[src/rtl/dmem_arbiter.sv]
// ============================================================================
// Module   : dmem_arbiter
// Brief    : Two-port arbiter in front of the single-port byte-writable data
//            memory: port 0 priority with a bounded streak, 1-cycle read return.
// Revision : 1.0
// ============================================================================
`default_nettype none

module dmem_arbiter #(
  parameter int ADDR_WIDTH = 11,
  parameter int MAX_STREAK = 4
) (
  input  logic                  clk,
  input  logic                  rst,
  input  logic                  p0_valid,
  output logic                  p0_ready,
  input  logic                  p0_read,
  input  logic [3:0]            p0_writeb,
  input  logic [ADDR_WIDTH-1:0] p0_addr,
  input  logic [31:0]           p0_wdata,
  output logic                  p0_resp_valid,
  output logic [31:0]           p0_rdata,
  input  logic                  p1_valid,
  output logic                  p1_ready,
  input  logic                  p1_read,
  input  logic [3:0]            p1_writeb,
  input  logic [ADDR_WIDTH-1:0] p1_addr,
  input  logic [31:0]           p1_wdata,
  output logic                  p1_resp_valid,
  output logic [31:0]           p1_rdata,
  output logic [3:0]            mem_writeb,
  output logic                  mem_read,
  output logic [ADDR_WIDTH-1:0] mem_addr,
  output logic [31:0]           mem_wdata,
  input  logic [31:0]           mem_rdata
);

  localparam logic [3:0] C_MAX_STREAK = 4'(MAX_STREAK);

  logic [3:0] r_streak;
  logic       r_rd0;
  logic       r_rd1;
  logic       w_yield;
  logic       w_gnt0;
  logic       w_gnt1;

  // Port 1 wins a contended cycle only once port 0 has used up its streak.
  always_comb begin
    w_yield = p1_valid && (r_streak == C_MAX_STREAK);
    w_gnt0  = !rst && p0_valid && !w_yield;
    w_gnt1  = !rst && p1_valid && (!p0_valid || w_yield);
  end

  assign p0_ready = w_gnt0;
  assign p1_ready = w_gnt1;

  always_comb begin
    mem_read   = 1'b0;
    mem_writeb = 4'd0;
    mem_addr   = p0_addr;
    mem_wdata  = p0_wdata;
    if (w_gnt1) begin
      mem_read   = p1_read;
      mem_writeb = p1_writeb;
      mem_addr   = p1_addr;
      mem_wdata  = p1_wdata;
    end else if (w_gnt0) begin
      mem_read   = p0_read;
      mem_writeb = p0_writeb;
    end
  end

  always_ff @(posedge clk) begin
    if (rst) begin
      r_streak <= 4'd0;
      r_rd0    <= 1'b0;
      r_rd1    <= 1'b0;
    end else begin
      r_rd0 <= w_gnt0 && p0_read;
      r_rd1 <= w_gnt1 && p1_read;
      if (w_gnt0 && p1_valid) begin
        r_streak <= (r_streak == C_MAX_STREAK) ? r_streak : r_streak + 4'd1;
      end else begin
        r_streak <= 4'd0;
      end
    end
  end

  // A response landing in a reset cycle is discarded rather than delivered.
  assign p0_resp_valid = r_rd0 && !rst;
  assign p1_resp_valid = r_rd1 && !rst;
  assign p0_rdata      = p0_resp_valid ? mem_rdata : 32'd0;
  assign p1_rdata      = p1_resp_valid ? mem_rdata : 32'd0;

endmodule

`default_nettype wire

[config.mk]
export PLATFORM = sky130hd
export DESIGN_NAME = dmem_arbiter
export DESIGN_NICKNAME = d
export VERILOG_FILES = /design/src/rtl/dmem_arbiter.sv
export SDC_FILE = /design/constraint.sdc
export NUM_CORES = 1
export LEC_CHECK = 0
export ABC_AREA = 1
export ABC_CLOCK_PERIOD_IN_PS = 2700
export CELL_PAD_IN_SITES_DETAIL_PLACEMENT = 1
export CELL_PAD_IN_SITES_GLOBAL_PLACEMENT = 2
export CORE_ASPECT_RATIO = 1.5
export CORE_MARGIN = 2
export CORE_UTILIZATION = 10
export CTS_CLUSTER_SIZE = 20
export DETAILED_ROUTE_END_ITERATION = 8
export GPL_TIMING_DRIVEN = 1
export HOLD_SLACK_MARGIN = 0.06
export PLACE_DENSITY_LB_ADDON = 0.1
export SYNTH_ARGS = -nofsm -noshare
export SYNTH_HDL_FRONTEND = slang
export SYNTH_SLANG_ARGS = --single-unit
[constraint.sdc]
create_clock -name clk -period 2.7 [get_ports clk]
set_clock_uncertainty 0.05 [all_clocks]
set_input_delay 0.54 -clock clk [delete_from_list [all_inputs] [get_ports clk]]
set_output_delay 0.54 -clock clk [all_outputs]
set_load 0.01 [all_outputs]
======== Word level (Yosys, flattened, before mapping) ========
Index checks and enable logic that the tools add are counted.
word-level totals
  register bits ........................... 6
  bits of input ports ..................... 132
  output and inout port bits .............. 116
  word-level logic and storage cells ...... 29
operators by class
  $add $sub $neg .......................... 1
  eq/ne operators ......................... 1
  multiplexer cells ....................... 8
  bitwise operators ....................... 1
  reductions and logical operators ........ 15
operators with widths
  operator                                                               count
  32-bit two-way mux                                                     3
  11-bit two-way mux                                                     1
  1-bit logical AND                                                      10
  4-bit two-way mux                                                      2
  4-bit by 1-bit adder with 4-bit output, second input constant          1
  4-bit by 3-bit equality test with 1-bit output, second input constant  1
  1-bit logical NOT                                                      3
  1-bit two-way mux                                                      2
  2-bit OR reduction                                                     1
  1-bit logical OR                                                       1
  1-bit inverter                                                         1

======== Longest topological paths before layout ========
Gate-level depths: netlist of the first run.
  word-level depth ........................ 7
  depth in mapped cells ................... 8
  gate-level depth less buffers ........... 7

======== Worst setup path before layout of the first run ========
OpenSTA, ideal clock, no wires.
  path kind ............................... input -> output
  start ................................... input port p1_valid
  end ..................................... output port mem_addr[0]
  data arrival time ....................... 1.259 ns
  required time ........................... 2.110 ns
  slack ................................... 0.851 ns
  stages on the path ...................... 6
  buffers on the path ..................... 2
  cell sequence ........................... inv_1 nor2_2 buf_2 buf_4 nand3_1 nand2_1
on the way
  word-level cells in the longest chain between the ends .. 4
  elaborated cells between the ends (all ways) .. 5
  those cells by class .................... 1 x mux; 4 x reduce/logical
RTL lines
  what                    RTL line  RTL
  from (decl)             23        input logic p1_valid,
  1-bit logical AND       49        w_yield = p1_valid && (r_streak == C_MAX_STREAK);
  1-bit logical OR        51        w_gnt1 = !rst && p1_valid && (!p0_valid || w_yield);
  1-bit logical AND (*)   51
  11-bit two-way mux (*)  62        if (w_gnt1) begin
  to (decl)               33        output logic [ADDR_WIDTH-1:0] mem_addr,
Mark *: on every way between the ends. The rest lies on a longest branch, timed or not.

======== Final worst setup path of the first run ========
  start ................................... input port p1_valid
  end ..................................... output port mem_addr[6]
The elaborated chain is that of the path after synthesis.

==> results of run 1 <==
-- power by group through the flow --
| stage | sequential [mW] | combinational, mW | clock [mW] |
|---|---|---|---|
| global route | 0.0920 | 0.526 | 0.245 |
| floorplan | 0.0930 | 0.149 | 0 |
| CTS | 0.0919 | 0.490 | 0.242 |
| detailed placement | 0.0932 | 0.519 | 0 |
| global placement | 0.0931 | 0.515 | 0 |
| finish | 0.0919 | 0.480 | 0.237 |
-- layer usage --
| layer | wire length (um) | part of all wire [%] | global-route usage [%] |
|---|---|---|---|
| met1 | 3430 | 33 | 12.5 |
| met2 | 5730 | 56 | 26.7 |
| met5 | 0 | 0 | 0 |
| met3 | 1030 | 10 | 4.11 |
| met4 | 98 | 0.95 | 2.74 |
-- placed cells by master, fill, tap and decap left out, types with 3 or more instances in the layout --
cell and instances:
nor2_1 69, dlymetal6s2s_1 11, clkbuf_16 3, dlygate4sd2_1 14, inv_1 44, nand2_1 97, clkdlybuf4s50_1 189, dfxtp_1 6
nand3_1 54, clkbuf_2 14, clkdlybuf4s15_1 19, buf_4 7, buf_12 5
-- repair_timing --
action	CTS	global route
setup buffers	0	1
gates resized for setup	50	61
pin swaps	0	1
hold buffers	0	0
endpoints found under the setup margin	55	11
-- state kept, by name, indices dropped and copies added (netlist names) --
register  flops
r_streak      4
r_rd0         1
r_rd1         1
-- stage by stage --
stage,utilization (%),instances
finish,30.9,709
global route,30.9,709
CTS,30.8,708
detailed placement,30.6,705
global placement,30.6,705
floorplan,-,302
-- cell usage after synthesis --
cell type	instances
nand2_1	97
nand2_2	2
a21oi_1	2
buf_6	3
dfxtp_1	6
nor2_2	1
ha_1	2
nor2_1	69
nand3_1	54
clkbuf_1	9
o21ai_0	1
buf_4	1
buf_2	7
nand4_1	2
xnor2_1	1
nand3_2	1
inv_1	44
-- path summary, 6_finish.rpt --
check	to
max	mem_addr[6]
min	r_streak[0]
max reg2reg	r_rd1
min reg2reg	r_streak[0]
-- kinds of logic (layout without fill, tap and decap cells) --
kind of cell,count (synthesis),count (layout)
adders and majority gates,2,2
buffers and inverters,64,309
xor gates and xnor gates,1,1
AOI/OAI and AO/OA,3,3
and+or+nand+nor,226,226
DFF,6,6
-- final cells by class --
cell class / instances / area share, %
multi-input cells: 232 / 23.8
clock buffers: 3 / 1.80
inverters: 44 / 3.97
repair buffers: 262 / 62.6
flip-flops and latches: 6 / 2.89
well taps: 162 / 4.87
==> results.ini, run 1 <==
[clocking]
clock_sinks=6
cts_tree=yes
cts_root_buffer=clkbuf_16
cts_max_level=1
insertion_delay_ns=0.23
cts.clk_slew.worst_paths_ns=0.03
cts_buffer_depth=2
cts_buffers=3

[worst_setup_path]
critPathMaxFanout=36
critPathMaxStageDelay_ns=0.48
crit_slowest_cell=clkdlybuf4s50_1
critical_path.top_delay_family=buffers and inverters
timing.rr.start=r_streak[0]
path_class=in -> out
crit_required_ns=2.11
critPathCaptureType=output port
r2r_cells=8
cp.depth=8
startpoint_type=primary input
crit_chain=clkdlybuf4s50_1 > inv_1 > nor2_4 > buf_4 > buf_12 > nand3_1 > nand2_1 > dlygate4sd2_1
crit_buf_inv=5
rrSetupSlack_ns=1.22
cp.arrival_ns=2.01
cp-startpoint=p1_valid

[synth]
synthesis.nets=436
synth.avg_cell_area_um2=4.57
syn_area_mm2=0.00138
synth_area_leader_cell=nand2_1
synthAdderAreaFrac_pct=1.81
seq_area_frac_synth_pct=8.71
yosys.area_share.simple_pct=67.8
yosysWarningCount=0
synth_top_area_share_pct=26.4
synthCells=302
synthMuxAreaShare_pct=0
netlist-cell-type-count=17
synth_compound_area_share_pct=1.09
synth-seq-cells=6
synth_area_leaders=nand2_1 26%, nand3_1 20%, nor2_1 19%
synth_top_family_by_area=simple AND/OR/NAND/NOR gates
synthXorXnorAreaFrac_pct=0.635

[sta]
fmax_ghz=0.385
tns_ns=0
setup_viol=0
period_needed_ns=2.60
relSlewSlack_pct=80.3
whs_ns=0.391
grt_setup_unrepaired=false
tightest_slew_ns=0.295
hold_viol=0
post-route-period-util_pct=96.2
slew_violations=0
setup_ws_ns=0.102

[routing]
wl_per_cell_um=14.5
first_iter_violations=37
first_pass_iters=3
finalWirelength_mm=10.3
remaining_drc_errors=0
viasPerCell=3.93
ant_nets=0
vias=2783

[place]
port_buffers=247
place_ws_ns=-0.127
hpwl_mm=8.79
placed_area_mm2=0.00412
gp_congestion=0.760

[final_layout]
synthToLayoutAreaGrowth_pct=202
fill_cells=1694
ff_latch_area_um2=120
stdcell_area_mm2=0.00416
nNetsFinal=683
num_antenna_cells=0
drive_gt1_share_pct=6.76
multi_input_area_um2=991

[die]
fp.dieW_um=99.9
start_util_pct=10.2
dieArea_mm2=0.0148
io_pins=248
rows=52
die_h_um=148
coreArea_mm2=0.0135

[power_and_ir_drop]
power.internal_mw=0.575
p_leak_nw=2.13
p_per_area_mw_per_mm2=194
pwr-share-seq_pct=11.4
swShare_pct=28.9
p_comb_share_pct=59.4
ir_drop_uv=128
p_total_mw=0.809
power.share.clock_pct=29.3
power.net_switching_mw=0.234

[status]
outcome=complete, no violations

[global_route]
grt-ovfl-total=0
grt_max_degree=37
grt_first_pass_wirelength_mm=15.3
grt_use_total_pct=13.1
grt_pass1_vias=2888
antenna_found_initial=0

[worst_hold_path]
hold_depth=1
hold_path.class=reg -> reg
hold_path_startpoint=r_streak[0]

[flow_run]
max_cap_violations=0

No activity file was read; power rests on OpenSTA's default activity.
==> run 2: changes to the inputs <==
--- a/config.mk
+++ b/config.mk
@@ -17,6 +17,7 @@
 export GPL_TIMING_DRIVEN = 1
 export HOLD_SLACK_MARGIN = 0.06
 export PLACE_DENSITY_LB_ADDON = 0.1
+export SLEW_MARGIN = 10
 export SYNTH_ARGS = -nofsm -noshare
 export SYNTH_HDL_FRONTEND = slang
 export SYNTH_SLANG_ARGS = --single-unit
==> results of run 2 <==
Same layout as run 1: the final DEF is identical, and so are final timing and power.
